<file path="src/rtl/cpu_types_pkg.sv">
// Shared types for the data-side request controller: word type, wait-counter
// width and the request FSM state encoding.
package cpu_types_pkg;

  typedef logic [31:0] word_t;

  localparam int CNT_W = 16;

  typedef enum logic [1:0] {
    IDLE  = 2'd0,
    READ  = 2'd1,
    WRITE = 2'd2,
    ERR   = 2'd3
  } req_state_t;

endpackage

</file>
<file path="src/rtl/link_reg.sv">
// Load-linked reservation register with the address compares used by SC and by
// ordinary stores that hit the reserved address.
module link_reg
  import cpu_types_pkg::*;
#(
  parameter int ADDR_W = $bits(word_t),
  parameter bit EN     = 1'b1
) (
  input  logic              CLK,
  input  logic              nRST,
  input  logic              set,
  input  logic [ADDR_W-1:0] set_addr,
  input  logic              clear,
  input  logic              inval,
  input  logic [ADDR_W-1:0] inval_addr,
  input  logic [ADDR_W-1:0] sc_addr,
  input  logic [ADDR_W-1:0] wr_addr,
  output logic              valid,
  output logic              sc_ok,
  output logic              wr_match
);

  generate
    if (EN) begin : g_link
      logic [ADDR_W-1:0] addr;
      logic              inval_hit;

      assign inval_hit = inval && (inval_addr == addr);

      // A snoop hit in the same cycle as the SC makes the SC fail.
      assign sc_ok    = valid && (sc_addr == addr) && !inval_hit;
      assign wr_match = valid && (wr_addr == addr);

      always_ff @(posedge CLK or negedge nRST) begin
        if (!nRST) begin
          valid <= 1'b0;
          addr  <= '0;
        end else if (set) begin
          valid <= 1'b1;
          addr  <= set_addr;
        end else if (clear || inval_hit) begin
          valid <= 1'b0;
        end
      end
    end else begin : g_nolink
      logic unused_in;
      assign unused_in = ^{CLK, nRST, set, set_addr, clear, inval, inval_addr, sc_addr, wr_addr};
      assign valid    = 1'b0;
      assign sc_ok    = 1'b0;
      assign wr_match = 1'b0;
    end
  endgenerate

endmodule

</file>
<file path="src/rtl/data_request_ctrl.sv">
// Data-memory request sequencer: turns fetched loads/stores into REN/WEN
// requests, times out on a missing dhit, and handles LL/SC reservations.
//
// state | meaning
// IDLE  | no request outstanding, accepts the next ihit
// READ  | dmemREN held until dhit or timeout
// WRITE | dmemWEN held until dhit or timeout (may be an SC)
// ERR   | timed out, busy with timeout_err until flush
module data_request_ctrl
  import cpu_types_pkg::*;
#(
  parameter int ADDR_W  = $bits(word_t),
  parameter int DATA_W  = $bits(word_t),
  parameter int TIMEOUT = 255,
  parameter bit LLSC_EN = 1'b1
) (
  input  logic              CLK,
  input  logic              nRST,
  input  logic              ihit,
  input  logic              dhit,
  input  logic              mem_read,
  input  logic              mem_write,
  input  logic              link,
  input  logic              cond,
  input  logic [ADDR_W-1:0] addr_in,
  input  logic [DATA_W-1:0] wdata_in,
  input  logic              flush,
  input  logic              inval,
  input  logic [ADDR_W-1:0] inval_addr,
  output logic              dmemREN,
  output logic              dmemWEN,
  output logic [ADDR_W-1:0] dmemaddr,
  output logic [DATA_W-1:0] dmemstore,
  output logic              busy,
  output logic              timeout_err,
  output logic              sc_done,
  output logic              sc_result,
  output logic              link_valid
);

  localparam logic [CNT_W-1:0] CNT_LAST = CNT_W'(TIMEOUT - 1);

  req_state_t       state;
  logic [CNT_W-1:0] cnt;
  logic             is_sc;

  logic start, rd_acc, wr_req, sc_req, sc_fail, wr_acc, wr_done;
  logic link_set, link_clr, sc_ok, wr_match;

  always_comb begin
    start    = (state == IDLE) && ihit && !flush;
    rd_acc   = start && mem_read;
    // A combined read+write is taken as a read.
    wr_req   = start && mem_write && !mem_read;
    sc_req   = wr_req && cond && LLSC_EN;
    sc_fail  = sc_req && !sc_ok;
    wr_acc   = wr_req && !sc_fail;
    wr_done  = (state == WRITE) && dhit && !flush;
    link_set = rd_acc && link && LLSC_EN;
    link_clr = sc_fail || (wr_done && (is_sc || wr_match));
  end

  link_reg #(
    .ADDR_W (ADDR_W),
    .EN     (LLSC_EN)
  ) u_link_reg (
    .CLK        (CLK),
    .nRST       (nRST),
    .set        (link_set),
    .set_addr   (addr_in),
    .clear      (link_clr),
    .inval      (inval),
    .inval_addr (inval_addr),
    .sc_addr    (addr_in),
    .wr_addr    (dmemaddr),
    .valid      (link_valid),
    .sc_ok      (sc_ok),
    .wr_match   (wr_match)
  );

  always_ff @(posedge CLK or negedge nRST) begin
    if (!nRST) begin
      state       <= IDLE;
      cnt         <= '0;
      is_sc       <= 1'b0;
      dmemREN     <= 1'b0;
      dmemWEN     <= 1'b0;
      dmemaddr    <= '0;
      dmemstore   <= '0;
      busy        <= 1'b0;
      timeout_err <= 1'b0;
      sc_done     <= 1'b0;
      sc_result   <= 1'b0;
    end else begin
      sc_done <= 1'b0;
      if (flush) begin
        // Abort drops any pending SC silently; sc_result keeps its old value.
        state       <= IDLE;
        cnt         <= '0;
        is_sc       <= 1'b0;
        dmemREN     <= 1'b0;
        dmemWEN     <= 1'b0;
        busy        <= 1'b0;
        timeout_err <= 1'b0;
      end else begin
        case (state)
          IDLE: begin
            if (rd_acc) begin
              state    <= READ;
              cnt      <= '0;
              dmemaddr <= addr_in;
              dmemREN  <= 1'b1;
              busy     <= 1'b1;
            end else if (wr_acc) begin
              state     <= WRITE;
              cnt       <= '0;
              is_sc     <= sc_req;
              dmemaddr  <= addr_in;
              dmemstore <= wdata_in;
              dmemWEN   <= 1'b1;
              busy      <= 1'b1;
            end else if (sc_fail) begin
              sc_done   <= 1'b1;
              sc_result <= 1'b0;
            end
          end
          READ, WRITE: begin
            if (dhit) begin
              state   <= IDLE;
              cnt     <= '0;
              is_sc   <= 1'b0;
              dmemREN <= 1'b0;
              dmemWEN <= 1'b0;
              busy    <= 1'b0;
              if (wr_done && is_sc) begin
                sc_done   <= 1'b1;
                sc_result <= 1'b1;
              end
            end else if (cnt == CNT_LAST) begin
              state       <= ERR;
              dmemREN     <= 1'b0;
              dmemWEN     <= 1'b0;
              timeout_err <= 1'b1;
            end else begin
              cnt <= cnt + 1'b1;
            end
          end
          ERR: begin
            timeout_err <= 1'b1;
          end
          default: begin
            state <= IDLE;
          end
        endcase
      end
    end
  end

endmodule

</file>
<file path="config.mk">
export PLATFORM = sky130hd
export DESIGN_NAME = data_request_ctrl
export DESIGN_NICKNAME = d
export VERILOG_FILES = /design/src/rtl/cpu_types_pkg.sv /design/src/rtl/link_reg.sv /design/src/rtl/data_request_ctrl.sv
export SDC_FILE = /design/constraint.sdc
export NUM_CORES = 1
export LEC_CHECK = 0
export CAP_MARGIN = 15
export CORE_MARGIN = 1.5
export CORE_UTILIZATION = 50
export CTS_BUF_LIST = sky130_fd_sc_hd__clkbuf_16
export DETAILED_ROUTE_END_ITERATION = 8
export PLACE_DENSITY = 0.83
export SYNTH_ARGS = -nofsm -noshare
export SYNTH_HDL_FRONTEND = slang
export SYNTH_SLANG_ARGS = --single-unit
</file>
<file path="constraint.sdc">
create_clock -name CLK -period 5 [get_ports CLK]
set_input_delay 1 -clock CLK [delete_from_list [all_inputs] [get_ports CLK]]
set_output_delay 1 -clock CLK [all_outputs]
set_load 0.005 [all_outputs]
</file>
; ---- After elaboration in Yosys (flattened, before gate mapping)
; Index checks and enable logic that the tools add are counted.
[totals]
regBits = 122
in_bits = 106
output_inout_bits = 71
elab_cells = 129
[op_classes]
n_addsub = 1
eq_ne = 21
n_mux = 50
bitwise_logic = 2
n_reduce_logical = 42
[op_table]
columns = cell, n
row1 = $eq 32x32->1, 3
row2 = $mux 16, 5
row3 = $mux 32, 2
row4 = $pmux 16 s2, 1
row5 = $mux 1, 29
row6 = $ne 3x3->1 const B, 6
row7 = $reduce_and 3->1, 6
row8 = $logic_and 1x1->1, 17
row9 = $add 16x1->16 const B, 1
row10 = $eq 16x8->1 const B, 1
row11 = $pmux 1 s2, 7
row12 = $ne 4x4->1 const B, 3
row13 = $reduce_and 4->1, 3
row14 = $mux 2, 5
row15 = $ne 2x2->1 const B, 5
row16 = $reduce_and 7->1, 1
row17 = $reduce_bool 2->1, 3
row18 = $reduce_bool 3->1, 2
row19 = $logic_not 1->1, 5
row20 = $eq 2x2->1 const B, 2
row21 = $pmux 2 s2, 1
row22 = $logic_or 1x1->1, 3
row23 = $eq 2x1->1 const B, 1
row24 = $logic_not 2->1, 1
row25 = other kinds (2), 3

; ---- Depth between registers and ports, before layout
; Gate-level depths: netlist of run 1.
[depth]
depth_word = 13
ltp_mapped = 10
ltp_nobuf = 9

; ---- Cells and area by module
; A second synthesis of run 1 with hierarchy kept.
[hier_totals]
cells_unflattened = 510
area_unflattened_um2 = 6206.0
[by_module_without_submodules]
columns = mod, n_inst, cells_per_inst, area_per_inst_um2, seq_area_each_um2
row1 = data_request_ctrl, 1, 310, 3940.0, 2227.1
row2 = link_reg, 1, 200, 2265.9, 825.8

; ---- Least setup slack after synthesis of run 1
; Ideal clock, no wire load.
[synth_path]
kind = input -> register
from = input inval_addr[30]
to = register dmemaddr[10]
setup_ns = 0.125
arrival_ns = 2.832
required_ns = 4.875
setup_slack_ns = 2.043
stages = 9
n_path_buf = 2
path_cell_list = xor2_1 > nor4_1 > nand4_1 > o41a_1 > a21boi_2 > o21a_1 > buf_6 > buf_6 > mux2_2
[synth_via]
elab_chain_cells = 10
[synth_rtl]
columns = item, line
row1 = start: declaration, data_request_ctrl.sv:29  ; input logic [ADDR_W-1:0] inval_addr,
row2 = $eq 32x32->1, link_reg.sv:28  ; assign inval_hit = inval && (inval_addr == addr);
row3 = $logic_and 1x1->1, link_reg.sv:28
row4 = $logic_not 1->1, link_reg.sv:31  ; assign sc_ok = valid && (sc_addr == addr) && !inval_hit;
row5 = $logic_and 1x1->1, link_reg.sv:31
row6 = $logic_not 1->1, data_request_ctrl.sv:56  ; sc_fail = sc_req && !sc_ok;
row7 = $logic_and 1x1->1, data_request_ctrl.sv:56
row8 = $logic_not 1->1, data_request_ctrl.sv:57  ; wr_acc = wr_req && !sc_fail;
row9 = $logic_and 1x1->1, data_request_ctrl.sv:57
row10 = $reduce_bool 2->1 (no line), -
row11 = $reduce_and 3->1 (no line), -
row12 = end signal: assignment, data_request_ctrl.sv:111  ; dmemaddr <= addr_in;
row13 = end signal: assignment, data_request_ctrl.sv:118  ; dmemaddr <= addr_in;
row14 = end: declaration, data_request_ctrl.sv:32  ; output logic [ADDR_W-1:0] dmemaddr,
; Every way passes these cells.
; A chain may end at the register's enable or synchronous reset.

; ---- Final worst setup path of run 1
[layout_path]
from = input inval_addr[10]
to = register dmemaddr[13]
; Same word-level chain as after synthesis.

==> impl_metrics.py, run 1 <==
metrics = {
    "sta": {
        "setup-tns-final_ps": 0,
        "timing.final.hold_violations": 0,
        "drv_slew": 0,
        "hold_ws_ps": 502,
        "max_slew.worst_pin.slew_ps": 880,
        "final.setup_skew_ps": 5.00,
        "final_min_period_over_clock_period": 0.780,
        "slew_headroom": 0.413,
        "max_freq_mhz": 257,
        "layout_min_cycle_time_ps": 3900,
        "timing.final.setup_violations": 0,
        "grt_setup_unrepaired": "false",
    },
    "run_status": {
        "outcome": "finished clean",
    },
    "drt": {
        "first_iter_violations": 360,
        "vias_per_cell": 5.58,
        "route.vias.total": 4999,
        "wl_mm": 17.1,
        "drt_first_pass_iters": 5,
        "route.antenna.remaining_nets": 0,
        "route.detailed.drc": 0,
        "routedWlPerCell_um": 19.1,
    },
    "placement": {
        "io_buffer_count": 176,
        "post-dp-hpwl_mm": 12.4,
        "placedInstanceArea_um2": 8260,
        "globalplace.congestion": 0.904,
    },
    "logic_synthesis": {
        "synth.net_count": 646,
        "synthDistinctLibCells": 50,
        "ys_seq_area_frac": 0.477,
        "synth_top_cell_area_share": 0.477,
        "yosysTopAreaCell": "dfrtp_1",
        "postSynth.asyncResetShare": 1.00,
        "cell_area_after_synthesis_um2": 6390,
        "synthMostInstantiatedCell": "dfrtp_1",
        "main_area_contributors_after_synthesis": "dfrtp_1 48%, mux2_2 17%, xor2_1 11%",
        "synthCells": 534,
        "syn_avg_cell_area_um2": 12.0,
        "synth_enable_flop_cells": 0,
        "yosys_register_bits": 122,
        "yosys_warnings": 0,
        "postSynth.topFlopCell": "dfrtp_1",
        "ys_top_cells_by_count": "122 x dfrtp_1, 98 x mux2_2, 77 x xor2_1, 21 x nor4_1, 19 x nand2_1",
    },
    "setup_path": {
        "r2r_startpoint": "u_link_reg.g_link.addr[10]",
        "worst_path_largest_cell_delay_ps": 570,
        "worstSetupStartpointType": "input port",
        "critPathKind": "input port to register",
        "r2r-end": "dmemaddr[13]",
        "path_cells": "clkdlybuf4s50_1 -> xor2_1 -> nor4_1 -> nand4_1 -> o41a_1 -> a21boi_2 -> o21a_2 -> buf_12 -> mux2_2",
        "worst_ep_arrival_ps": 4200,
        "worst-path-max-fanout": 32,
        "setup.worst_path.end_class": "register",
        "r2r_setup_slack_ps": 1620,
        "worstPathRequired_ps": 5300,
        "critical-path-slowest-cell": "nor4_1",
        "number_of_cells_on_the_worst_reg_to_reg_path": 8,
    },
    "pwr": {
        "ir_drop_mv": 0.366,
        "total_leakage_power_nw": 3.75,
        "power-per-cell-area_nw_per_um2": 582,
    },
    "worst_hold_path": {
        "whs_endpoint": "dmemstore[6]",
        "holdPathStages": 1,
        "holdCritPathClass": "register to register",
        "hold_path_startpoint": "dmemstore[6]",
    },
    "cts": {
        "tritoncts": "built",
        "worst_skew_pair.late_latency_ps": 420,
        "cts_made_buffers": 17,
        "postCtsSetupRepairBufs": 0,
        "clkSinkCount": 122,
        "cts.hold.buffers_added": 0,
        "htree_levels": 4,
        "cts_max_path_buffers": 2,
        "root_buffer": "clkbuf_16",
        "cts_resized": 0,
        "cts.reportedPaths.clkPinSlew_ps": 50,
    },
    "global_route": {
        "track_usage": 0.269,
        "grt-ovfl-total": 0,
        "antenna_found_initial": 0,
        "wire_length_of_the_first_global_routing_pass_mm": 27.2,
        "global_route.usage.met2": 0.458,
        "grt_busiest_layer": "met2",
        "grt_start_max_net_pins": 70,
        "globalRouteMet1Util": 0.312,
        "gr-usage-met3": 0.0905,
        "first_global_vias": 5303,
    },
    "floorplan": {
        "row_count": 41,
        "io_pins": 177,
        "chipWidth_um": 116,
        "core_region_area_um2": 12600,
        "effective_utilization_at_floorplan": 0.509,
        "die_footprint_um2": 13500,
        "dieHeight_um": 116,
    },
    "cells_and_area": {
        "final_area_um2": 8880,
        "nets": 824,
        "layout_area_overhead_pct": 39.0,
        "layout-drive-gt1-share": 0.202,
        "antenna-diode-count": 0,
    },
    "job": {
        "maxCapViolations": 0,
    },
}
-- kinds of logic (layout without fill, tap and decap cells) --
kind of cell | Yosys count | in the layout | synth area share
multiplexers | 100 | 100 | 0.176
adder cells (fa/ha/maj) | 6 | 6 | 0.0117
XOR/XNOR | 93 | 93 | 0.127
AO/OA/AOI/OAI | 58 | 58 | 0.0726
flip-flops | 122 | 122 | 0.477
buffers and inverters | 37 | 227 | 0.0356
AND/OR/NAND/NOR | 118 | 118 | 0.0994
-- how the worst max path moves through the flow --
stage                         from      endpoint  depth (start not counted)
floorplan           inval_addr[30]  dmemaddr[10]                          9
global placement    inval_addr[10]  dmemaddr[16]                          9
global route        inval_addr[10]  dmemaddr[26]                          9
detailed placement  inval_addr[10]   dmemaddr[1]                          9
CTS                 inval_addr[10]  dmemaddr[13]                          9
finish              inval_addr[10]  dmemaddr[13]                          9
-- layout by cell type (no fill, tap or decap), types with 10 or more instances in the layout --
cell             Yosys  routed
nand2_1             19      19
xor2_1              77      77
dfrtp_1            122     122
mux2_2              98      98
clkdlybuf4s50_1      0     175
a221oi_1            10      10
xnor2_1             16      16
nand3_1             16      16
clkbuf_16            0      17
inv_1               13      14
nand4_1             10      10
nand2b_1            14      14
nor4_1              21      21
nor2_1              16      16
-- sequential cells by signal, summed over array words and instances, names as in the netlist --
signal	flops
dmemstore	32
u_link_reg.valid	1
timeout_err	1
sc_result	1
state	2
busy	1
dmemWEN	1
u_link_reg.g_link.addr	32
cnt	16
sc_done	1
is_sc	1
dmemREN	1
dmemaddr	32
-- worst max-delay path: cells and delay by family --
kind                      cells  cell delay (ps)
xor gates and xnor gates      1              150
and+or+nand+nor               2              790
muxes                         1              370
AOI/OAI and AO/OA             3             1180
buffers and inverters         2              710
-- routing by layer --
metal / up-vias / part of all wire
met5: - / 0
met2: 225 / 0.51
met4: 0 / 0.029
met1: 2447 / 0.38
met3: 35 / 0.075
li1: 2292 / -
-- where the power goes --
group | switching (mW) | leakage [nW] | internal (mW) | total (mW)
Sequential | 0.427 | 1.53 | 1.40 | 1.82
Combinational | 0.818 | 1.91 | 1.22 | 2.03
Clock | 0.441 | 0.314 | 0.875 | 1.32
Total | 1.69 | 3.75 | 3.49 | 5.18
-- cell type report --
type,instances,area [µm²]
clock buffer,17,425
multi-input combinational,375,3110
fill,897,3680
timing repair buffer,183,1820
tap,172,215
inverter,13,48.8
clock inverter,14,204
sequential,122,3050
-- metrics by stage --
stage	instances	utilization	setup WS (ps)	power (mW)
finish	896	0.707	1100	5.18
global route	896	0.707	1060	5.47
CTS	896	0.707	1190	5.20
detailed placement	865	0.657	747	3.84
global placement	865	0.657	826	3.76
floorplan	534	-	2040	2.85
Power figures use the tool's default switching activity.
==> inputs of run 2 (changes only) <==
CORE_UTILIZATION = 49   (was 50)
PLACE_DENSITY = 0.81   (was 0.83)
clock period = 3.9 ns   (was 5 ns; I/O delays follow)
==> run 2 against run 1 <==
Clock power up 15%. Cell count unchanged. Largest cell class unchanged. Non-clock buffer count up 1. Count of clock-buffer cells in the layout unchanged. Sequential cell count unchanged. Global-route usage down 0.67 points. Combinational power up 28%. First-iteration DRC count down 13%. Hold slack worse by 26 ps. Critical path depth up 1. Die area up 2.0%.
==> impl_metrics.py, run 2 (synthesis results as in run 1) <==
metrics = {
    "global_route": {
        "grt-ovfl-total": 0,
        "antenna_found_initial": 0,
        "grt_start_max_net_pins": 69,
        "first_global_vias": 5118,
        "track_usage": 0.262,
        "wire_length_of_the_first_global_routing_pass_mm": 27.0,
    },
    "setup_path": {
        "worstPathRequired_ps": 4180,
        "worst_ep_arrival_ps": 3580,
        "worst_path_largest_cell_delay_ps": 510,
        "path_cells": "clkdlybuf4s50_1 -> xor2_1 -> nor4_1 -> nand4_1 -> o41a_1 -> a21boi_2 -> o21a_2 -> buf_12 -> a21o_2 -> o32ai_1",
        "worstSetupStartpointType": "input port",
        "worst-path-max-fanout": 35,
        "critPathTopFamily": "compound AO/OA/AOI/OAI gates",
        "critical-path-slowest-cell": "o41a_1",
        "critPathKind": "input port to register",
        "path_buf_inv": 2,
        "setup.worst_path.end_class": "register",
    },
    "sta": {
        "timing.final.hold_violations": 0,
        "max_freq_mhz": 302,
        "hold_ws_ps": 476,
        "setup-tns-final_ps": 0,
        "timing.final.setup_violations": 0,
        "worst_slack_ps": 592,
        "final_min_period_over_clock_period": 0.848,
        "final.setup_skew_ps": 7.28,
        "layout_min_cycle_time_ps": 3310,
        "max_slew.worst_pin.slew_ps": 942,
        "slew_headroom": 0.370,
        "drv_slew": 0,
        "grt_setup_unrepaired": "false",
    },
    "cells_and_area": {
        "nets": 825,
        "reg_top3": "dmemaddr x32, dmemstore x32, u_link_reg.g_link.addr x32",
        "antenna-diode-count": 0,
        "most-common-layout-cells": "175 x clkdlybuf4s50_1, 122 x dfrtp_1, 98 x mux2_2, 77 x xor2_1, 21 x nor4_1",
        "layout_area_overhead_pct": 38.4,
        "most_common_library_cell_in_the_layout_ignoring_fill_and_taps": "clkdlybuf4s50_1",
        "layout-drive-gt1-share": 0.198,
    },
    "cts": {
        "root_buffer": "clkbuf_16",
        "cts.reportedPaths.clkPinSlew_ps": 50,
        "htree_levels": 4,
        "cts_made_buffers": 17,
        "cts_max_path_buffers": 2,
        "tritoncts": "built",
        "cts_resized": 0,
        "cts.hold.buffers_added": 0,
        "worst_skew_pair.late_latency_ps": 420,
        "clkSinkCount": 122,
        "postCtsSetupRepairBufs": 0,
    },
    "placement": {
        "io_buffer_count": 176,
        "post-dp-hpwl_mm": 12.3,
        "place_ws_ps": 138,
        "globalplace.congestion": 0.907,
    },
    "pwr": {
        "ir_drop_mv": 0.460,
        "total_leakage_power_nw": 3.74,
        "power-per-cell-area_nw_per_um2": 731,
    },
    "drt": {
        "routedWlPerCell_um": 19.1,
        "drt_first_pass_iters": 4,
        "route.detailed.drc": 0,
        "first_iter_violations": 313,
        "wl_mm": 17.1,
        "route.antenna.remaining_nets": 0,
        "route.vias.total": 4963,
        "vias_per_cell": 5.54,
    },
    "floorplan": {
        "effective_utilization_at_floorplan": 0.505,
        "core_region_area_um2": 12700,
        "io_pins": 177,
        "die_footprint_um2": 13700,
        "row_count": 41,
        "dieHeight_um": 117,
        "chipWidth_um": 117,
    },
    "run_status": {
        "outcome": "finished clean",
    },
    "worst_hold_path": {
        "holdCritPathClass": "input port to async pin",
    },
    "job": {
        "maxCapViolations": 0,
    },
}
[run 2: cell count changes in the layout (fill, tap and decap cells not counted), sizes merged]
| cell | before | now |
|---|---|---|
| bufinv | 5 | 3 |
| buf | 8 | 9 |
| clkinv | 6 | 7 |
[run 2: cell type report]
| class | count | area (µm²) |
|---|---|---|
| tap | 172 | 215 |
| clock inverter | 13 | 138 |
| fill | 932 | 3820 |
| multi-input combinational | 375 | 3110 |
| sequential | 122 | 3050 |
| inverter | 13 | 48.8 |
| clock buffer | 17 | 425 |
| timing repair buffer | 184 | 1860 |
[run 2: metal layers]
layer / wire length [µm] / track usage / vias to the layer above
li1: - / - / 2288
met1: 6880 / 0.315 / 2463
met2: 8700 / 0.442 / 179
met3: 1120 / 0.0747 / 33
met4: 414 / 0.112 / 0
met5: 0 / 0 / -
[run 2: worst paths after layout]
check / from / end / slack [ps] / depth (start not counted)
min in group CLK: dmemstore[15] / dmemstore[15] / 500 / 1
worst max register to register: state[0] / cnt[13] / 880 / 8
max in group asynchronous: nRST / dmemstore[21] / 2610 / 2
worst min-delay path: nRST / u_link_reg.g_link.addr[10] / 480 / 1
worst min register to register: dmemstore[15] / dmemstore[15] / 500 / 1
worst max-delay path: inval_addr[7] / cnt[13] / 590 / 10
[run 2: per-stage QoR]
| step | cells | area, µm² | power [mW] | util |
|---|---|---|---|---|
| CTS | 896 | 8850 | 6.49 | 0.699 |
| global route | 896 | 8850 | 6.83 | 0.699 |
| floorplan | 534 | 6390 | 3.65 | - |
| global placement | 866 | 8290 | 4.83 | 0.654 |
| detailed placement | 866 | 8290 | 4.92 | 0.654 |
| finish | 896 | 8850 | 6.47 | 0.699 |
[run 2: where the power goes]
group	internal [mW]	total [mW]	switching (mW)
clock	0.979	1.52	0.540
sequential	1.79	2.36	0.564
combinational	1.57	2.60	1.03
